File: src/rtl/key_event_fifo.sv
// key_event_fifo: turns key presses into events and buffers them in a first-word-fall-through FIFO (auto-repeat when KEY_REPEAT_EN is defined)
module key_event_fifo #(
   parameter int DEPTH         = 8,
   parameter int CW            = 4,
   parameter int HOLD_CYCLES   = 16,
   parameter int REPEAT_CYCLES = 8
) (
   input  logic                       clk,
   input  logic                       rst,
   input  logic                       valid,
   input  logic [CW-1:0]              code,
   input  logic                       rd_en,
   input  logic                       clr_ovf,
   output logic [CW-1:0]              rd_data,
   output logic                       empty,
   output logic                       full,
   output logic [$clog2(DEPTH):0]     count,
   output logic                       overflow
);
   localparam int AW = $clog2(DEPTH);
   localparam int NW = AW + 1;
   localparam logic [NW-1:0] FULL_CNT = NW'(DEPTH);

   if (DEPTH < 2 || (DEPTH & (DEPTH - 1)) != 0 || HOLD_CYCLES < 1 || REPEAT_CYCLES < 1) begin : g_bad_param
      $error("key_event_fifo: DEPTH must be a power of two >= 2 and repeat intervals >= 1");
   end

   logic [CW-1:0] r_mem [DEPTH];
   logic [AW-1:0] r_wr_ptr;
   logic [AW-1:0] r_rd_ptr;
   logic [NW-1:0] r_count;
   logic          r_ovf;
   logic          r_prev_valid;
   logic [CW-1:0] r_prev_code;
   logic          w_rep;
   logic          w_evt;
   logic          w_pop;
   logic          w_push;
   logic          w_drop;

`ifdef KEY_REPEAT_EN
   localparam int RMAX = (HOLD_CYCLES > REPEAT_CYCLES) ? HOLD_CYCLES : REPEAT_CYCLES;
   localparam int RW   = $clog2(RMAX) + 1;
   logic [RW-1:0] r_rep_cnt;
   logic          r_rep_phase;
   logic          w_hold;
   assign w_hold = valid & r_prev_valid & (code == r_prev_code);
   assign w_rep  = w_hold & (r_rep_cnt == (r_rep_phase ? RW'(REPEAT_CYCLES - 1) : RW'(HOLD_CYCLES - 1)));

   // Hold timer: first repeat after HOLD_CYCLES, then every REPEAT_CYCLES; any event or release restarts it
   always_ff @(posedge clk) begin
      if (rst || !w_hold) begin
         r_rep_cnt   <= '0;
         r_rep_phase <= 1'b0;
      end else if (w_rep) begin
         r_rep_cnt   <= '0;
         r_rep_phase <= 1'b1;
      end else begin
         r_rep_cnt <= r_rep_cnt + 1'b1;
      end
   end
`else
   assign w_rep = 1'b0;
`endif

   assign w_evt  = (valid & (~r_prev_valid | (code != r_prev_code))) | w_rep;
   assign w_pop  = rd_en & (r_count != '0);
   assign w_push = w_evt & ((r_count != FULL_CNT) | w_pop);
   assign w_drop = w_evt & ~w_push;

   // Pointers, occupancy, sticky overflow and the previous-sample registers used for edge detection
   always_ff @(posedge clk) begin
      if (rst) begin
         r_wr_ptr     <= '0;
         r_rd_ptr     <= '0;
         r_count      <= '0;
         r_ovf        <= 1'b0;
         r_prev_valid <= 1'b0;
         r_prev_code  <= '0;
      end else begin
         r_wr_ptr     <= r_wr_ptr + AW'(w_push);
         r_rd_ptr     <= r_rd_ptr + AW'(w_pop);
         r_count      <= r_count + NW'(w_push) - NW'(w_pop);
         r_ovf        <= w_drop | (r_ovf & ~clr_ovf);
         r_prev_valid <= valid;
         r_prev_code  <= code;
      end
   end

   // Storage array; contents need no reset since the pointers define what is valid
   always_ff @(posedge clk) begin
      if (!rst && w_push) r_mem[r_wr_ptr] <= code;
   end

   assign empty    = (r_count == '0);
   assign full     = (r_count == FULL_CNT);
   assign count    = r_count;
   assign overflow = r_ovf;
   assign rd_data  = empty ? '0 : r_mem[r_rd_ptr];
endmodule

File: config.mk
export PLATFORM = sky130hd
export DESIGN_NAME = key_event_fifo
export DESIGN_NICKNAME = d
export VERILOG_FILES = /design/src/rtl/key_event_fifo.sv
export SDC_FILE = /design/constraint.sdc
export NUM_CORES = 1
export LEC_CHECK = 0
export CAP_MARGIN = 10
export CORE_MARGIN = 2
export CORE_UTILIZATION = 56
export CTS_CLUSTER_DIAMETER = 100
export DETAILED_ROUTE_END_ITERATION = 8
export PLACE_DENSITY = 0.79
export SLEW_MARGIN = 20
export SYNTH_ARGS = -nofsm -noshare
export SYNTH_HDL_FRONTEND = slang
export SYNTH_SLANG_ARGS = --single-unit
File: constraint.sdc
create_clock -name clk -period 3.2 [get_ports clk]
set_input_delay 0.64 -clock clk [delete_from_list [all_inputs] [get_ports clk]]
set_output_delay 0.64 -clock clk [all_outputs]
set_load 0.05 [all_outputs]
==> results of run 1 <==
[metrics by stage]
| step | hold slack, ps | setup slack (ps) | cells |
|---|---|---|---|
| after floorplan | 558.3 | 182.9 | 137 |
| after global placement | 574.3 | 331.8 | 210 |
| after detailed placement | 602.3 | 282.3 | 210 |
| after CTS | 615.5 | 232.1 | 218 |
| after global routing | 636.8 | 114.8 | 218 |
| final | 614.0 | 271.9 | 218 |
[tightest hold or removal path, delay by kind of cell, from the launching register on]
kind | cells | cell delay [ps]
compound gates | 1 | 60
simple gates | 1 | 190
flops | 1 | 320
[cells in the final DEF (no fill, tap or decap), types with 5 or more instances in the layout]
master / instances
ha_1: 10
dfxtp_1: 16
xnor2_1: 7
clkdlybuf4s50_1: 19
nor2b_1: 9
buf_4: 12
inv_1: 10
edfxtp_1: 32
clkbuf_8: 5
nor2_1: 12
mux4_2: 8
[power breakdown]
part	switching [mW]	internal [mW]
combinational	0.454	0.326
sequential	0.0511	0.713
clock	0.196	0.231
total	0.701	1.27
[metal layers]
metal	vias to the layer above	track usage, %	share of wire [%]
met4	0	6.383	0.57
met2	24	37.11	55
met3	4	5.208	2.8
li1	559	-	-
met1	559	24.43	41
met5	-	0	0
[cells by family (layout without fill, tap and decap cells)]
| family | Yosys count | count (layout) | share of synthesized area (%) |
|---|---|---|---|
| simple gates | 37 | 37 | 10.72 |
| compound gates | 5 | 5 | 2.314 |
| fa+ha+maj | 11 | 11 | 7.065 |
| flops | 48 | 48 | 62.36 |
| buf+inv | 16 | 49 | 3.410 |
| xor+xnor | 8 | 8 | 3.411 |
| mux | 12 | 12 | 10.72 |
[path summary, 6_finish.rpt]
| path | depth (start not counted) | startpoint | endpoint | slack, ps |
|---|---|---|---|---|
| hold reg to reg | 2 | overflow | overflow | 610 |
| setup / recovery | 5 | r_rd_ptr[0] | rd_data[0] | 270 |
| setup reg to reg | 11 | count[2] | count[2] | 720 |
| hold / removal | 2 | overflow | overflow | 610 |
[layout make-up]
cell class	count	area share, %
clock buffer	5	2.769
tap	48	2.417
inverter	10	1.511
clock inverter	3	1.712
sequential	48	51.56
timing repair buffer	31	11.28
multi-input combinational	73	28.75
[state kept, by name (all words and copies together), names as in the netlist]
signal / flops
overflow: 1
r_rd_ptr: 3
r_wr_ptr: 3
r_prev_valid: 1
r_prev_code: 4
count: 4
r_mem: 32
==> flow_summary.toml, run 1 <==
[status]
outcome = "finished, final reports clean"

[cts]
clockBufferDepth = 2
clock_sinks = 48
cts_resized = 0
cts_root_buffer = "clkbuf_8"
clk_pin_slew_ps = 90
cts_tree = "yes"
postCtsHoldBufs = 0
cts_buffers = 5
h-tree-depth = 2
insertion_delay_ps = 290
post_cts_buffers = 0

[yosys]
ys_types = 30
synth_area_leaders = "edfxtp_1 47%, dfxtp_1 16%, mux4_2 8.8%, ha_1 6.1%, xnor2_1 3.0%"
yosysWarnings = 0
ys_ff_latch = 48
synth_top_area_share_pct = 46.77
yosysSeqAreaShare_pct = 62.36
synthCells = 137
avgSynthCellArea_um2 = 15.00
ys.flop_type = "edfxtp_1"
syn_nets = 157
yosys-top-cells-count = "32 x edfxtp_1, 16 x dfxtp_1, 12 x nor2_1, 10 x ha_1, 10 x inv_1"
synth-edff-count = 32
yosysMostFrequentCell = "edfxtp_1"
yosysTopAreaCell = "edfxtp_1"
netlist_area_um2 = 2054
ys_async_sr_fraction_pct = 0

[finish]
area_growth_pct = 20.95
final_core_util_pct = 68.91
finalInstanceArea_um2 = 2485
nets = 189
fill_cells = 238
multiInputGateArea_um2 = 714.4
antenna_cells = 0
drive_above_1_share_pct = 20.00
register_area_um2 = 1281

[floorplan]
die_area_um2 = 4169
rows = 22
start_util_pct = 56.97
ioPinCount = 20
core_area_um2 = 3606
die-height_um = 64.57
die_w_um = 64.57

[sta]
fin_skew_ps = 4.877
final.setup.tns_ps = 0
max_freq_mhz = 341.5
setup_viol = 0
rsz0062_at_grt = "no"
fin_crit_ps = 2928
worst_pin_slew_ps = 620.7
period_share_pct = 91.50
drv_slew = 0
final-hold-violation-count = 0
slew_headroom_pct = 58.30

[placement]
hpwlAfterDp_um = 2783
port_buffers = 19
gp_congestion = 0.7243
dpl_cell_area_um2 = 2374

[routing]
wl_per_cell_um = 16.93
drtIter0Drc = 44
antenna_left = 0
dr.pass1.iters = 4
wirelength_um = 3690
drcViolationCount = 0
via_count = 1146
avgViaCountPerCell = 5.257

[critical_path]
crit_type = "reg -> out"
max_stage_delay_ps = 720
required_ps = 2560
cp-start-kind = "flop"
cp-end-kind = "output pin"
path_buf_inv = 2
crit_fanout = 9
path_delay_family = "buffers and inverters"
critical_path.slowest_cell = "clkdlybuf4s50_1"
crit_chain = "buf_4 > mux4_2 > mux2i_1 > nor2_1 > clkdlybuf4s50_1"
worstPathArrival_ps = 2290

[global_routing]
overflow = 0
antenna_found_initial = 0
grt_start_max_net_pins = 17
grt.total_usage_pct = 20.68
grt_pass1_wl_um = 6210
first_global_vias = 1271

[pwr]
finalPower_mw = 1.972
p_per_area_nw_per_um2 = 793.5
ir_drop_mv = 0.6271
p_leak_nw = 0.8782

[job]
max_cap_violations = 0

[hold_path]
hold_path.class = "reg -> reg"
Power figures use the tool's default switching activity.
==> inputs of run 2 (changes only) <==
--- a/config.mk
+++ b/config.mk
@@ -6,10 +6,10 @@
 export NUM_CORES = 1
 export LEC_CHECK = 0
 export CAP_MARGIN = 10
-export CORE_MARGIN = 2
 export CORE_UTILIZATION = 56
 export CTS_CLUSTER_DIAMETER = 100
 export DETAILED_ROUTE_END_ITERATION = 8
+export MAX_ROUTING_LAYER = met4
 export PLACE_DENSITY = 0.79
 export SLEW_MARGIN = 20
 export SYNTH_ARGS = -nofsm -noshare
==> run 2 against run 1 <==
  * Register-to-register slack got worse by 60 ps
  * Routed wire length shrank 6.9%
  * Combinational power shrank 0.5%
  * Cell area shrank 1.8%
  * Flip-flop and latch count is the same
  * Worst hold slack got worse by 9.9 ps
  * Power down 4.4%
  * Utilization up 2.5 points
  * Clock skew is 7.7 ps higher
  * Critical path type unchanged
  * Critical endpoint unchanged
  * Highest routed layer unchanged
==> flow_summary.toml, run 2 (synthesized netlist as in run 1, its figures left out) <==
[routing]
dr.pass1.iters = 3
wirelength_um = 3435
drtIter0Drc = 42
avgViaCountPerCell = 5.391
drcViolationCount = 0
via_count = 1159
wl_per_cell_um = 15.98
antenna_left = 0

[finish]
drive_above_1_share_pct = 19.53
nets = 188
antenna_cells = 0
largest_reg_flops = 32
final_cell_mix = "32 x edfxtp_1, 19 x clkdlybuf4s50_1, 16 x dfxtp_1, 12 x nor2_1, 11 x buf_4"
final_common_cell = "edfxtp_1"
largest_register = "r_mem"
area_growth_pct = 18.76
final_core_util_pct = 71.43
fill_cells = 241

[job]
max_cap_violations = 0

[sta]
rsz0062_at_grt = "no"
worst_pin_slew_ps = 720.9
max_freq_mhz = 331.7
drv_slew = 0
final.setup.tns_ps = 0
period_share_pct = 94.20
setup_viol = 0
fin_crit_ps = 3014
fin_skew_ps = 12.60
slew_headroom_pct = 51.57
final-hold-violation-count = 0

[cts]
post_cts_buffers = 0
postCtsHoldBufs = 0
clk_pin_slew_ps = 130
cts_root_buffer = "clkbuf_4"
insertion_delay_ps = 360
clockBufferDepth = 2
clock_sinks = 48
cts_resized = 0
cts_tree = "yes"
h-tree-depth = 2
cts_buffers = 5

[floorplan]
rows = 21
die-height_um = 62.57
core_area_um2 = 3416
die_area_um2 = 3915
ioPinCount = 20
start_util_pct = 60.15
die_w_um = 62.57

[critical_path]
worstPathArrival_ps = 2370
required_ps = 2560
crit_type = "reg -> out"
cp-end-kind = "output pin"
crit_fanout = 9
cp-start-kind = "flop"

[placement]
port_buffers = 19
gp_congestion = 0.8706
hpwlAfterDp_um = 2604

[pwr]
p_leak_nw = 0.8592
ir_drop_mv = 0.4083
p_per_area_nw_per_um2 = 772.6

[global_routing]
grt_start_max_net_pins = 18
antenna_found_initial = 0
first_global_vias = 1233
grt.total_usage_pct = 21.79
grt_pass1_wl_um = 6051
overflow = 0

[status]
outcome = "finished, final reports clean"

[hold_path]
hold_path.class = "reg -> reg"
## run 2: cell types whose count changed in the layout (fill, tap and decap cells not counted), sizes merged
cell | previous run | this run
buf | 12 | 11
clkbuf | 5 | 6
clkinv | 2 | 1
## run 2: final timing paths
kind | startpoint | endpoint | slack, ps | cells past startpoint
worst max-delay path | r_rd_ptr[0] | rd_data[0] | 190 | 5
worst min-delay path | overflow | overflow | 600 | 2
worst max register to register | count[2] | count[2] | 660 | 11
worst min register to register | overflow | overflow | 600 | 2
## run 2: per-stage QoR
step	total power [mW]	instances	setup slack, ps	hold slack [ps]	area (um2)
after detailed placement	1.561	207	264.1	585.0	2364
after floorplan	1.335	137	182.9	558.3	2066
after CTS	1.901	215	152.0	610.2	2440
after global placement	1.534	207	395.9	576.1	2364
after global routing	1.994	215	70.77	652.6	2440
final	1.885	215	185.5	604.1	2440
## run 2: worst max-delay path, cell delays in order, from the launching register on
cell and delay, ps:
dfxtp_1 330, buf_4 200, mux4_2 530, mux2i_1 160
nor2_1 60, clkdlybuf4s50_1 720
## run 2: where the power goes
part | internal, mW | leakage, nW | switching (mW) | total [mW]
clock network | 0.164 | 0.0422 | 0.182 | 0.346
logic | 0.327 | 0.396 | 0.449 | 0.776
registers | 0.713 | 0.421 | 0.0505 | 0.764
## run 2: layout make-up
type	count	area, um2	share of cell area [%]
tap	46	57.56	2.359
clock inverter	2	35.03	1.436
multi-input combinational	73	714.4	29.28
timing repair buffer	30	272.8	11.18
inverter	10	37.54	1.538
sequential	48	1281	52.51
clock buffer	6	41.29	1.692
## run 2: per-layer routing
metal / GRT usage [%] / part of all wire [%]
met5: - / 0
met4: 9.012 / 2.2
met3: 4.927 / 3.2
met2: 36.01 / 53
met1: 25.75 / 42
==> inputs of run 3 (changes only) <==
--- a/config.mk
+++ b/config.mk
@@ -6,11 +6,12 @@
 export NUM_CORES = 1
 export LEC_CHECK = 0
 export CAP_MARGIN = 10
-export CORE_UTILIZATION = 56
-export CTS_CLUSTER_DIAMETER = 100
+export CORE_MARGIN = 5
+export CORE_UTILIZATION = 50
+export CTS_CLUSTER_DIAMETER = 120
 export DETAILED_ROUTE_END_ITERATION = 8
 export MAX_ROUTING_LAYER = met4
-export PLACE_DENSITY = 0.79
+export PLACE_DENSITY = 0.75
 export SLEW_MARGIN = 20
 export SYNTH_ARGS = -nofsm -noshare
 export SYNTH_HDL_FRONTEND = slang
==> constraint.sdc (replaced) <==
create_clock -name clk -period 2.6 [get_ports clk]
set_input_delay 0.52 -clock clk [delete_from_list [all_inputs] [get_ports clk]]
set_output_delay 0.52 -clock clk [all_outputs]
set_load 0.05 [all_outputs]
==> run 3 against run 2 <==
  * Non-clock buffer count up 8
  * Largest cell class unchanged
  * Worst hold slack worse by 20 ps
  * Sequential share of layout area down 1.8 points
  * Die area up 40%
  * Critical path depth up 6
  * Critical path type is now in -> reg
  * Global-route usage down 7.3 points
  * Routed wire length up 0.61%
  * Clock power up 48%
==> flow_summary.toml, run 3 (synthesized netlist as in run 1, its figures left out) <==
[finish]
area_growth_pct = 23.93
final_cell_mix = "32 x edfxtp_1, 24 x buf_4, 13 x clkdlybuf4s50_1, 12 x nor2_1, 12 x dfxtp_1"
final_common_cell = "edfxtp_1"
nets = 196
final_core_util_pct = 63.65
final_cells = 227
antenna_cells = 0
largest_register = "r_mem"
largest_reg_flops = 32
drive_above_1_share_pct = 29.38

[sta]
setup_viol = 0
final-hold-violation-count = 0
slew_headroom_pct = 66.44
drv_slew = 0
period_share_pct = 92.81
rsz0062_at_grt = "no"
max_freq_mhz = 414.4
fin_skew_ps = 5.081
final.setup.tns_ps = 0
holdWs_ps = 583.7
worst_pin_slew_ps = 501.8
fin_crit_ps = 2413

[pwr]
finalPower_mw = 2.440
p_leak_nw = 0.9436
ir_drop_mv = 0.6228
p_per_area_nw_per_um2 = 958.1

[placement]
dp_cells = 219
gp_congestion = 0.7721
port_buffers = 19
hpwlAfterDp_um = 2711

[global_routing]
overflow = 0
grt_pass1_wl_um = 5637
first_global_vias = 1176
antenna_found_initial = 0
grt_start_max_net_pins = 15
grt.total_usage_pct = 14.47

[floorplan]
die-height_um = 74.10
rows = 23
core_area_um2 = 4000
start_util_pct = 51.36
ioPinCount = 20
die_w_um = 74.10
die_area_um2 = 5491

[status]
outcome = "finished, final reports clean"

[cts]
cts_buffers = 5
clk_pin_slew_ps = 80
clockBufferDepth = 2
insertion_delay_ps = 290
clock_sinks = 48
h-tree-depth = 2
cts_tree = "yes"
cts_root_buffer = "clkbuf_8"

[critical_path]
critical_path.slowest_cell = "clkdlybuf4s50_1"
max_stage_delay_ps = 500
cp-end-kind = "flop"
crit_fanout = 2
required_ps = 2830
crit_type = "in -> reg"
cp-start-kind = "input pin"
crit_chain = "clkdlybuf4s50_1 > xnor2_1 > nand3_1 > o211ai_4 > ha_1 > inv_1 > ha_1 > inv_1 > fa_1 > xor2_1 > nor2_1"
worstPathArrival_ps = 2640

[routing]
via_count = 1155
antenna_left = 0
drcViolationCount = 0
wl_per_cell_um = 15.22
avgViaCountPerCell = 5.088
wirelength_um = 3456
dr.pass1.iters = 2
drtIter0Drc = 64

[hold_path]
hold_path.class = "reg -> reg"

[job]
max_cap_violations = 0
-- run 3: changes by cell type in the layout (fill, tap and decap cells not counted), moves of 2 or more --
| cell | delta |
|---|---|
| dfxtp_1 | -4 |
| buf_4 | +13 |
| clkbuf_8 | +5 |
| dfxtp_4 | +2 |
| clkdlybuf4s50_1 | -6 |
| dfxtp_2 | +2 |
| clkbuf_4 | -5 |
-- run 3: area by class of cell --
cell class,instances,area [um2]
fillers,300,1454
clock inverters,2,35.03
flip-flops and latches,48,1291
clock buffers,6,72.57
well taps,50,62.56
repair buffers,38,322.8
inverters,10,37.54
multi-input cells,73,724.4
-- run 3: worst max-delay path, delay by kind of cell --
| kind | cells | cell delay [ps] |
|---|---|---|
| compound gates | 1 | 220 |
| buf+inv | 3 | 620 |
| simple gates | 2 | 230 |
| fa+ha+maj | 3 | 780 |
| xor+xnor | 2 | 270 |
-- run 3: metrics by stage --
stage	area [um2]	setup WS, ps
floorplan	2086	-31.72
global placement	2436	-162.5
detailed placement	2436	-215.8
CTS	2544	83.47
global route	2546	75.09
finish	2546	187.0
-- run 3: power by group --
group / switching, mW / total [mW] / leakage (nW) / internal, mW
combinational: 0.557 / 0.976 / 0.466 / 0.419
clock: 0.227 / 0.512 / 0.0552 / 0.285
sequential: 0.0643 / 0.951 / 0.423 / 0.887
total: 0.848 / 2.44 / 0.944 / 1.59
-- run 3: path summary, 6_finish.rpt --
kind	start	end	slack (ps)	cells past startpoint
worst max-delay path	code[3]	count[2]	190	11
worst max register to register	count[2]	count[2]	460	12
worst min register to register	overflow	overflow	580	2
worst min-delay path	overflow	overflow	580	2
-- run 3: repair_timing --
item	CTS	global route
setup endpoints to repair	0	2
setup buffers	0	0
gates resized for setup	0	1
hold buffers	0	0
-- run 3: layer usage --
| metal | vias to the layer above | track usage [%] | share of wire, % |
|---|---|---|---|
| li1 | 573 | - | - |
| met1 | 561 | 16.52 | 43 |
| met2 | 17 | 25.69 | 54 |
| met3 | 4 | 2.838 | 2.7 |
| met4 | 0 | 4.225 | 0.67 |
| met5 | - | - | 0 |
